--- src/rtl/link_order_arbiter_pkg.sv ---
// link_pkg: shared types and constants for the link_top order arbiter.
//   APPE/DELE/CHAG/READ : order type encodings understood by link_top
//   order_t             : one captured order {typ, tbl, node, data}
//   arb_state_t         : arbiter FSM states
package link_pkg;

   localparam int ADDR_W  = 16;
   localparam int DATA_W  = 16;
   localparam int TABLE_W = 8;

   localparam logic [1:0] APPE = 2'b00;
   localparam logic [1:0] DELE = 2'b01;
   localparam logic [1:0] CHAG = 2'b10;
   localparam logic [1:0] READ = 2'b11;

   typedef struct packed {
      logic [1:0]         typ;
      logic [TABLE_W-1:0] tbl;
      logic [ADDR_W-1:0]  node;
      logic [DATA_W-1:0]  data;
   } order_t;

   typedef enum logic [1:0] {
      IDLE    = 2'd0,
      ISSUE   = 2'd1,
      WAIT_RD = 2'd2
   } arb_state_t;

endpackage

--- src/rtl/link_order_arbiter_if.sv ---
// link_order_if: the link_top side of the arbiter (order port + dout port).
//   order_valid/busy + order_type/table/node/data : order issued to link_top
//   dout_valid/busy + dout_data                   : READ result from link_top
//   master modport = arbiter, slave modport = link_top.
interface link_order_if
   import link_pkg::*;
#(
   parameter int ADDR_WIDTH  = ADDR_W,
   parameter int DATA_WIDTH  = DATA_W,
   parameter int TABLE_WIDTH = TABLE_W
);
   logic                   order_valid;
   logic                   order_busy;
   logic [1:0]             order_type;
   logic [TABLE_WIDTH-1:0] order_table;
   logic [ADDR_WIDTH-1:0]  order_node;
   logic [DATA_WIDTH-1:0]  order_data;
   logic                   dout_valid;
   logic                   dout_busy;
   logic [DATA_WIDTH-1:0]  dout_data;

   modport master (
      output order_valid, order_type, order_table, order_node, order_data, dout_busy,
      input  order_busy, dout_valid, dout_data
   );

   modport slave (
      input  order_valid, order_type, order_table, order_node, order_data, dout_busy,
      output order_busy, dout_valid, dout_data
   );
endinterface

--- src/rtl/link_order_arbiter_rr_arb.sv ---
// link_rr_arb: combinational round-robin grant.
//   i_req : request vector
//   i_ptr : highest-priority requester this cycle
//   o_gnt : one-hot grant (all zero when no request)
//   o_idx : index of the granted requester
//   o_any : at least one request present
module link_rr_arb #(
   parameter int N  = 4,
   parameter int PW = (N > 1) ? $clog2(N) : 1
) (
   input  logic [N-1:0]  i_req,
   input  logic [PW-1:0] i_ptr,
   output logic [N-1:0]  o_gnt,
   output logic [PW-1:0] o_idx,
   output logic          o_any
);

   // ptr+k never exceeds 2N-2, so one conditional subtract wraps it
   function automatic logic [PW-1:0] wrap(input int a);
      int b;
      b = (a >= N) ? a - N : a;
      return PW'(b);
   endfunction

   logic w_found;

   always_comb begin
      o_gnt   = '0;
      o_idx   = '0;
      w_found = 1'b0;
      for (int k = 0; k < N; k++) begin
         if (!w_found && i_req[wrap(int'(i_ptr) + k)]) begin
            w_found                       = 1'b1;
            o_gnt[wrap(int'(i_ptr) + k)]  = 1'b1;
            o_idx                         = wrap(int'(i_ptr) + k);
         end
      end
   end

   assign o_any = |i_req;

endmodule

--- src/rtl/link_order_arbiter.sv ---
// link_order_arbiter: shares link_top's single order port among NUM_REQ
// requesters (round-robin), one order in flight, and routes READ results
// back to the requester that issued the READ.
//   clk, rst          : clock, synchronous active-high reset
//   req_*             : per-requester order handshake + packed payloads
//   resp_*            : per-requester READ result (shared data bus)
//   lnk               : order/dout ports toward link_top (master side)
//   err_unexpected    : sticky, dout_valid seen with no READ pending
module link_order_arbiter
   import link_pkg::*;
#(
   parameter int NUM_REQ     = 4,
   parameter int ADDR_WIDTH  = ADDR_W,
   parameter int DATA_WIDTH  = DATA_W,
   parameter int TABLE_WIDTH = TABLE_W
) (
   input  logic                           clk,
   input  logic                           rst,
   input  logic [NUM_REQ-1:0]             req_valid,
   output logic [NUM_REQ-1:0]             req_busy,
   input  logic [2*NUM_REQ-1:0]           req_type,
   input  logic [TABLE_WIDTH*NUM_REQ-1:0] req_table,
   input  logic [ADDR_WIDTH*NUM_REQ-1:0]  req_node,
   input  logic [DATA_WIDTH*NUM_REQ-1:0]  req_data,
   output logic [NUM_REQ-1:0]             resp_valid,
   input  logic [NUM_REQ-1:0]             resp_busy,
   output logic [DATA_WIDTH-1:0]          resp_data,
   link_order_if.master                   lnk,
   output logic                           err_unexpected
);

   localparam int PW = (NUM_REQ > 1) ? $clog2(NUM_REQ) : 1;

   arb_state_t         r_state, w_state_nxt;
   logic [PW-1:0]      r_rr_ptr, r_grant_idx;
   order_t             r_order, w_req_order;
   logic               r_order_valid;
   logic               r_err;
   logic [NUM_REQ-1:0] w_gnt;
   logic [PW-1:0]      w_gnt_idx;
   logic               w_any;
   logic               w_dout_busy;

   link_rr_arb #(.N(NUM_REQ), .PW(PW)) u_rr (
      .i_req (req_valid),
      .i_ptr (r_rr_ptr),
      .o_gnt (w_gnt),
      .o_idx (w_gnt_idx),
      .o_any (w_any)
   );

   // payload of the current round-robin winner
   always_comb begin
      w_req_order      = '0;
      w_req_order.typ  = req_type[2*int'(w_gnt_idx) +: 2];
      w_req_order.tbl  = req_table[TABLE_WIDTH*int'(w_gnt_idx) +: TABLE_WIDTH];
      w_req_order.node = req_node[ADDR_WIDTH*int'(w_gnt_idx) +: ADDR_WIDTH];
      w_req_order.data = req_data[DATA_WIDTH*int'(w_gnt_idx) +: DATA_WIDTH];
   end

   // next state + combinational handshake outputs
   always_comb begin
      w_state_nxt = r_state;
      req_busy    = '1;
      resp_valid  = '0;
      resp_data   = '0;
      w_dout_busy = 1'b0;
      case (r_state)
         IDLE: begin
            if (w_any) begin
               req_busy    = ~w_gnt;
               w_state_nxt = ISSUE;
            end
         end
         ISSUE: begin
            if (!lnk.order_busy)
               w_state_nxt = (r_order.typ == READ) ? WAIT_RD : IDLE;
         end
         WAIT_RD: begin
            // straight passthrough to the requester that issued the READ
            resp_valid[r_grant_idx] = lnk.dout_valid;
            resp_data               = lnk.dout_data;
            w_dout_busy             = resp_busy[r_grant_idx];
            if (lnk.dout_valid && !resp_busy[r_grant_idx])
               w_state_nxt = IDLE;
         end
         default: w_state_nxt = IDLE;
      endcase
   end

   always_ff @(posedge clk) begin
      if (rst) begin
         r_state       <= IDLE;
         r_rr_ptr      <= '0;
         r_grant_idx   <= '0;
         r_order       <= '0;
         r_order_valid <= 1'b0;
         r_err         <= 1'b0;
      end else begin
         r_state <= w_state_nxt;
         if (r_state == IDLE && w_any) begin
            r_order       <= w_req_order;
            r_grant_idx   <= w_gnt_idx;
            r_rr_ptr      <= (w_gnt_idx == PW'(NUM_REQ-1)) ? '0 : w_gnt_idx + 1'b1;
            r_order_valid <= 1'b1;
         end
         if (r_state == ISSUE && !lnk.order_busy)
            r_order_valid <= 1'b0;
         // outside WAIT_RD dout is accepted (busy=0) and dropped
         if (lnk.dout_valid && r_state != WAIT_RD)
            r_err <= 1'b1;
      end
   end

   assign lnk.order_valid = r_order_valid;
   assign lnk.order_type  = r_order.typ;
   assign lnk.order_table = r_order.tbl;
   assign lnk.order_node  = r_order.node;
   assign lnk.order_data  = r_order.data;
   assign lnk.dout_busy   = w_dout_busy;
   assign err_unexpected  = r_err;

endmodule

--- src/flat_wrapper.sv ---
// flat-port wrapper written by rule: the top's interface ports become plain ports
module link_order_arbiter_flat import link_pkg::*;
#(
   parameter int NUM_REQ     = 4,
   parameter int ADDR_WIDTH  = ADDR_W,
   parameter int DATA_WIDTH  = DATA_W,
   parameter int TABLE_WIDTH = TABLE_W
)
  (clk, rst, req_valid, req_busy, req_type, req_table, req_node, req_data, resp_valid, resp_busy, resp_data, err_unexpected, lnk_order_valid, lnk_order_type, lnk_order_table, lnk_order_node, lnk_order_data, lnk_dout_busy, lnk_order_busy, lnk_dout_valid, lnk_dout_data);
  link_order_if #(.ADDR_WIDTH(ADDR_WIDTH), .DATA_WIDTH(DATA_WIDTH), .TABLE_WIDTH(TABLE_WIDTH)) lnk_i ();
  input  logic clk;
  input  logic rst;
  input  logic [NUM_REQ-1:0] req_valid;
  output logic [NUM_REQ-1:0] req_busy;
  input  logic [2*NUM_REQ-1:0] req_type;
  input  logic [TABLE_WIDTH*NUM_REQ-1:0] req_table;
  input  logic [ADDR_WIDTH*NUM_REQ-1:0] req_node;
  input  logic [DATA_WIDTH*NUM_REQ-1:0] req_data;
  output logic [NUM_REQ-1:0] resp_valid;
  input  logic [NUM_REQ-1:0] resp_busy;
  output logic [DATA_WIDTH-1:0] resp_data;
  output logic err_unexpected;
  output wire logic [$bits(lnk_i.order_valid)-1:0] lnk_order_valid;
  output wire logic [$bits(lnk_i.order_type)-1:0] lnk_order_type;
  output wire logic [$bits(lnk_i.order_table)-1:0] lnk_order_table;
  output wire logic [$bits(lnk_i.order_node)-1:0] lnk_order_node;
  output wire logic [$bits(lnk_i.order_data)-1:0] lnk_order_data;
  output wire logic [$bits(lnk_i.dout_busy)-1:0] lnk_dout_busy;
  input wire logic [$bits(lnk_i.order_busy)-1:0] lnk_order_busy;
  input wire logic [$bits(lnk_i.dout_valid)-1:0] lnk_dout_valid;
  input wire logic [$bits(lnk_i.dout_data)-1:0] lnk_dout_data;
  assign lnk_order_valid = lnk_i.order_valid;
  assign lnk_order_type = lnk_i.order_type;
  assign lnk_order_table = lnk_i.order_table;
  assign lnk_order_node = lnk_i.order_node;
  assign lnk_order_data = lnk_i.order_data;
  assign lnk_dout_busy = lnk_i.dout_busy;
  assign lnk_i.order_busy = lnk_order_busy;
  assign lnk_i.dout_valid = lnk_dout_valid;
  assign lnk_i.dout_data = lnk_dout_data;
  link_order_arbiter #(.NUM_REQ(NUM_REQ), .ADDR_WIDTH(ADDR_WIDTH), .DATA_WIDTH(DATA_WIDTH), .TABLE_WIDTH(TABLE_WIDTH)) u_core (.clk(clk), .rst(rst), .req_valid(req_valid), .req_busy(req_busy), .req_type(req_type), .req_table(req_table), .req_node(req_node), .req_data(req_data), .resp_valid(resp_valid), .resp_busy(resp_busy), .resp_data(resp_data), .lnk(lnk_i), .err_unexpected(err_unexpected));
endmodule
--- config.mk ---
export PLATFORM = sky130hd
export DESIGN_NAME = link_order_arbiter_flat
export DESIGN_NICKNAME = d
export VERILOG_FILES = /design/src/rtl/link_order_arbiter_pkg.sv /design/src/rtl/link_order_arbiter_if.sv /design/src/rtl/link_order_arbiter_rr_arb.sv /design/src/rtl/link_order_arbiter.sv /design/src/flat_wrapper.sv
export SDC_FILE = /design/constraint.sdc
export NUM_CORES = 1
export LEC_CHECK = 0
export ABC_AREA = 1
export BUFFER_PORTS_ARGS = -buffer_cell sky130_fd_sc_hd__buf_2
export CAP_MARGIN = 0
export CORE_UTILIZATION = 25
export CTS_CLUSTER_DIAMETER = 150
export CTS_CLUSTER_SIZE = 8
export DETAILED_ROUTE_END_ITERATION = 8
export PLACE_DENSITY = 0.49
export SKIP_LAST_GASP = 1
export SYNTH_ARGS = -nofsm -noshare
export SYNTH_HDL_FRONTEND = slang
export SYNTH_SLANG_ARGS = --single-unit
--- constraint.sdc ---
create_clock -name clk -period 5.85 [get_ports clk]
set_input_delay 0.2925 -clock clk [delete_from_list [all_inputs] [get_ports clk]]
set_output_delay 0.2925 -clock clk [all_outputs]
set_load 0.1 [all_outputs]
==> results.md, run 1 <==
- DRC Markers: 0
- Die ar.: 0.01805 sq mm
- Max VDD drop: approximately 0.31 mV
- Crit path kind: reg2reg
- YS warnings: 0
- Worst-path cell chain: inv_1 > ha_1 > inv_1 > nand3_1 > nand2_2 > nor2_4 > nand2_1 > nand2_1 > nand2_4 > nand2_2 > buf_4 > nand2_1 > nand3_1 > nand3_1 > nand2_1 > inv_1
- Number of I/O port buffers: between 200 and 300
- Setup_tns: 0 ns
- Antenna violations before repair: 0
- Top-area cell type share of the netlist area: a little under a quarter
- HPWL after DPL: between 10 and 15 mm
- #FFs+latches synth: 50
- Setup Buffers After CTS: 0
- Worst path most repeated cell: nand2_1
- Static leakage power: 3.682 nW
- Synth-to-layout area growth: 34.80%
- Rows: 48
- WP buf/inv: 4
- Final hold violations: 0
- Final Max Tran Viols: 0
- Reg clk slew, reported paths: around 0.07 ns
- First-pass GRT wire length: 24.98 mm
- Hold Crit Class: in2reg
- CTS sink count: 50
- Max Fclk: roughly 0.25 GHz
- Startpoint Class: flip-flop
- WP data required: about 6.1 ns
- Vias in the first global route: ~5,100
- Ys flop type: dfxtp_1
- Leading area contributor after synthesis: nand2_1
- Rel. slew slack: between 30% and 40%
- Worst-Skew Late Latency: around 0.3 ns
- Cts repair resizes: 0
- CTS buffer count: 5
- Setup crit start: u_core.r_rr_ptr[1]
- Mean post-synth cell area: about 5.6 sq um
- Power, Total: 3.865 mW
- CTS tree: yes
- FFs w/ async S/R, synth: 0%
- Worst Path Arrival: 4.16 ns
- # diodes: 0
- WL per Instance: around 13 um
- Final period util: between 60 and 70%
- Cell family with most CP delay: simple AND/OR/NAND/NOR gates
- Hold path start: lnk_order_busy
- Worst-case reg-to-reg path depth: 16
- MaxCap Viol Count: 0
- Top post-synthesis cells by area: nand2_1, dfxtp_1, nand3_1
- Largest net degree at the start of global routing: between 80 and 90
- Proportion of layout cells with a drive suffix above 1: around 29%
- Final clock skew: 0.008176 ns
- Reg-to-Reg Start: u_core.r_rr_ptr[1]
- Overflow after GRT: 0
- Ports: ~270
- Clock period minus worst slack: 3.954 ns
- CP Max Fanout: 86
- Outcome: completed
- Cell Pwr Density: roughly 650 mW/mm^2
- Setup violations, final: 0
- Post-CTS Hold Fix Bufs: 0
- Delay of the slowest cell on the worst path: about 0.64 ns
- Design Area, Final: roughly 0.006 sq mm
- Crit end category: flip-flop
- H-tree Lvls: 2
- Starting density of the core: 25.50%
- Final wirelength: about 16 mm
- Placed cell count: 1,230
- Hold path depth: 3
- Synth Cell Area: 0.004379 sq mm
- Filler Cell Count: between 1,500 and 2,000
- Cells after synthesis: 784
- DRT antenna net count: 0
- Cell Area, Placed: ~0.0058 sq mm
- DIE WIDTH: approximately 130 um
- Drt pass-1 iters: 5
- Fin cells: ~1,200
- GRT Util Overall: about 17%
- EDFF count, synth: 0
- Sequential area share after synthesis: a little under a quarter
- Unrepaired setup endpoints after global routing: false
- Worst-path cell with the longest stage delay: buf_4
- Vias post-DR: 5,521
- Stages on the worst setup path: 16
- Vias/cell: 4.460
- Syn nets: about 990
- Die Height: approximately 130 um
- Netlist cell types: 30
- CTS root buf: clkbuf_16
- Core Util, Final: about a third
- Worst-Margin Slew: approximately 0.92 ns
- Routability cong.: about 0.83
- Core area: about 0.017 sq mm
- 1st-iter DRT viols: 204
- Final net count: approximately 1,200
- Clk buf depth: 2
[tightest hold or removal path, stage by stage]
cell	delay (ns)
buf_2	0.09
nor3_1	0.04
nor2_1	0.08
[synthesized netlist by cell type (all sizes together) (2+ instances only)]
cell,count
nand2,286
nor3,6
o21ai,3
clkbuf,14
clkinv,2
a21oi,5
a22oi,2
nand4,5
a211oi,2
a31oi,2
dfxtp,50
inv,114
buf,34
nor2,67
ha,8
nand3b,38
nand3,144
[cells by family (layout without fill, tap and decap cells)]
kind of cell,after synthesis,count (layout),synth area share [%]
simple gates,547,547,56.46
buf+inv,164,393,16.14
flops,50,50,22.86
compound gates,15,15,2.257
fa+ha+maj,8,8,2.286
[report_power, final]
part | leakage [nW] | switching, mW | internal [mW]
combinational | 3.20 | 2.32 | 0.662
clock | 0.0708 | 0.141 | 0.159
sequential | 0.414 | 0.0900 | 0.489
[placed cells by master (no fill, tap or decap), types with 4 or more instances in the layout]
cell type / count
nand3b_1: 38
dfxtp_1: 50
buf_2: 264
nor2_1: 63
nand2_2: 5
nor3_1: 6
buf_4: 5
ha_1: 8
nand2_1: 279
inv_1: 112
nand4_1: 4
clkbuf_16: 5
nand3_1: 143
[cell type report]
cell class / count / area (sq um) / share of cell area [%]
multi-input combinational: 570 / 2684 / 45.46
clock inverter: 2 / 13.76 / 0.2331
timing repair buffer: 269 / 1359 / 23.02
inverter: 116 / 435.4 / 7.376
clock buffer: 6 / 128.9 / 2.183
sequential: 50 / 1001 / 16.96
tap: 225 / 281.5 / 4.769
[metrics by stage]
step,hold slack [ns],setup slack (ns)
after global placement,0.4451,1.910
after CTS,0.2320,1.849
after detailed placement,0.4537,1.864
after global routing,0.2836,1.452
after floorplan,0.4316,2.917
final,0.2467,1.896
[state kept, by name (all words and copies together) (netlist names)]
signal                  cells
u_core.lnk.order_type       2
u_core.err_unexpected       1
u_core.r_rr_ptr             2
u_core.lnk.order_table      8
u_core.lnk.order_node      16
u_core.r_state              2
u_core.lnk.order_data      16
u_core.r_grant_idx          2
u_core.lnk.order_valid      1
[routing by layer]
| layer | part of all wire [%] | vias up | global-route usage, % |
|---|---|---|---|
| met5 | 0 | - | 0 |
| met4 | 1.6 | 0 | 6.117 |
| met3 | 7.3 | 16 | 3.326 |
| met2 | 46 | 214 | 29.45 |
| met1 | 45 | 2402 | 21.58 |
| li1 | - | 2889 | - |
[final timing paths]
path              slack [ns]                  endpoint
setup / recovery        1.90  u_core.lnk.order_node[7]
hold / removal          0.25    u_core.lnk.order_valid
hold reg to reg         0.47     u_core.err_unexpected
setup reg to reg        1.90  u_core.lnk.order_node[7]
(Power assumes the default switching activity.)
==> run 2, diff against run 1 <==
- PLACE_DENSITY: 0.49 -> 0.51
- clock period: 5.85 -> 3.2 ns (I/O delays scaled with it)
==> run 2 against run 1 <==
Critical path depth fell by 5. Register-to-register slack got worse by 1.5 ns. Die area did not move. Clock power rose by 140%. Global-route usage fell by 0.22 points. Sequential cell count did not move. Sequential share of layout area fell by 0.46 points. First-iteration DRC count rose by 19%. Cell count rose by 0.73%. Largest power group unchanged.
==> results.md, run 2 (synthesized netlist as in run 1, its figures left out) <==
- Met1 Wirelength: 7.025 mm (-1.6%)
- Fin cells: 1,247 (+0.73%)
- Most frequent cells in the layout: nand2_1, buf_2, nand3_1, inv_1, nor2_1
- Rows: 48 (unchanged)
- Final Max Tran Viols: 0 (unchanged)
- Most common cell after layout, fill and taps aside: nand2_1
- Static leakage power: 3.768 nW (+2.4%)
- Setup violations, final: 0 (unchanged)
- CTS buffer count: 5 (unchanged)
- Worst-path cell with the longest stage delay: dfxtp_1
- HPWL after DPL: 11.35 mm (-0.42%)
- Final net count: 1,225 (+0.74%)
- Metal3 WL: 1.130 mm (-3.3%)
- Max Fclk: ~0.35 GHz
- Placed cell count: 1,239 (+0.73%)
- CTS root buf: clkbuf_16
- Worst-Skew Late Latency: 0.30 ns (about the same)
- Routed length on met2: 7.280 mm (-1.6%)
- WP data required: 3.04 ns (-3.01 ns)
- Clk buf depth: 2 (unchanged)
- Cts repair resizes: 0 (unchanged)
- Crit path kind: reg2out
- Max Used Layer: met4
- Max VDD drop: 0.5592 mV (+79%)
- WP buf/inv: 4 (unchanged)
- Startpoint Class: flip-flop
- Setup crit start: u_core.r_rr_ptr[1]
- CTS sink count: 50 (unchanged)
- Critical path endpoint: req_busy[2]
- Delay of the slowest cell on the worst path: 0.49 ns (-0.15 ns)
- Setup_tns: 0 ns (unchanged)
- Vias/cell: 4.423 (-0.83%)
- Flop-to-flop setup slack: 0.38 ns (-1.52 ns)
- Vias post-DR: 5,515 (-0.11%)
- Proportion of layout cells with a drive suffix above 1: 29.65% (+0.72 points)
- Final clock skew: 0.005413 ns (-0.002763 ns)
- Starting density of the core: 25.50% (unchanged)
- Antenna violations before repair: 0 (unchanged)
- Unrepaired setup endpoints after global routing: false
- Worst-path cell chain: inv_1 > ha_1 > inv_1 > nand3_1 > nand2_2 > inv_2 > nor3_1 > nand2_1 > nand3_1 > nand2_1 > buf_2
- Post-CTS Hold Fix Bufs: 0 (unchanged)
- Die ar.: 0.01805 sq mm (unchanged)
- CP Max Fanout: 8 (-91%)
- Filler Cell Count: 1,974 (-0.55%)
- GRT Util Overall: 17.06% (-0.22 points)
- Overflow after GRT: 0 (unchanged)
- Clock period minus worst slack: 2.876 ns
- Cell family with most CP delay: simple AND/OR/NAND/NOR gates
- Largest net degree at the start of global routing: 86 (-1.1%)
- Vias in the first global route: 4,982 (-1.9%)
- Hold path depth: 3 (unchanged)
- Final wirelength: 15.57 mm (-2.4%)
- CTS tree: yes
- Number of I/O port buffers: 264 (unchanged)
- Outcome: completed
- Hold Crit Class: in2reg
- Reg clk slew, reported paths: 0.07 ns (about the same)
- Die Height: 134.4 um (unchanged)
- Rel. slew slack: 50.82% (+12 points)
- Cell Area, Placed: 0.005871 sq mm (+1.9%)
- Drt pass-1 iters: 5 (unchanged)
- Final period util: 89.86%
- Final hold violations: 0 (unchanged)
- # diodes: 0 (unchanged)
- Ports: 265 (unchanged)
- Stages on the worst setup path: 11 (-5)
- First-pass GRT wire length: 24.52 mm (-1.9%)
- DIE WIDTH: 134.4 um (unchanged)
- H-tree Lvls: 2 (unchanged)
- DRC Markers: 0 (unchanged)
- Reg-to-Reg Start: u_core.r_rr_ptr[1]
- MaxCap Viol Count: 0 (unchanged)
- Worst-case reg-to-reg path depth: 16 (unchanged)
- Cell Pwr Density: 1217 mW/mm^2 (+86%)
- WL per Instance: 12.49 um (-3.1%)
- Synth-to-layout area growth: 38.60%
- Worst Path Arrival: 2.72 ns (-1.44 ns)
- Crit end category: output pin
- Core area: 0.01718 sq mm (unchanged)
- DRT antenna net count: 0 (unchanged)
- Routability cong.: 0.7955 (-4.7%)
- 1st-iter DRT viols: 242 (+19%)
- Design Area, Final: 0.006070 sq mm (+2.8%)
- Terminus of the critical flop-to-flop path: u_core.lnk.order_node[6]
- Setup Buffers After CTS: 0 (unchanged)
- Worst-Margin Slew: 0.7369 ns (-0.1847 ns)
run 2: per-layer routing:
metal,GRT usage (%),vias to the layer above
li1,-,2891
met1,21.03,2422
met3,4.233,7
met4,3.870,0
met5,0,-
met2,29.71,195
run 2: stage by stage:
step	setup slack (ns)	hold slack [ns]	utilization, %	power (mW)
final	0.3244	0.09888	35.34	7.385
after global routing	0.08744	0.1180	35.34	8.026
after CTS	0.2833	0.08653	35.34	7.490
after detailed placement	0.3893	0.4111	34.18	6.721
after global placement	0.4893	0.4152	34.18	6.731
after floorplan	0.3992	0.2991	-	5.697
run 2: worst min-delay path by stage:
stage	from	to	slack, ns
floorplan	lnk_order_busy	u_core.lnk.order_valid	0.30
global placement	lnk_order_busy	u_core.lnk.order_valid	0.42
detailed placement	lnk_order_busy	u_core.lnk.order_valid	0.41
CTS	lnk_order_busy	u_core.lnk.order_valid	0.09
global route	lnk_order_busy	u_core.lnk.order_valid	0.12
finish	lnk_order_busy	u_core.lnk.order_valid	0.1
run 2: final cells by class:
cell class | instances | area (sq um) | share of cell area (%)
multi-input combinational | 570 | 2689 | 44.30
timing repair buffer | 278 | 1464 | 24.12
sequential | 50 | 1001 | 16.49
inverter | 116 | 435.4 | 7.174
tap | 225 | 281.5 | 4.638
clock buffer | 6 | 138.9 | 2.288
clock inverter | 2 | 60.06 | 0.9895
run 2: report_power, final:
group          internal, mW  switching (mW)
Sequential            0.895           0.155
Clock                 0.470           0.257
Combinational          1.33            4.28
Total                  2.70            4.69
run 2: worst register-to-register path: cells and delay by family (launching register included):
kind	cells	cell delay, ns
flops	1	0.49
simple gates	11	1.19
fa+ha+maj	1	0.39
buf+inv	4	0.63
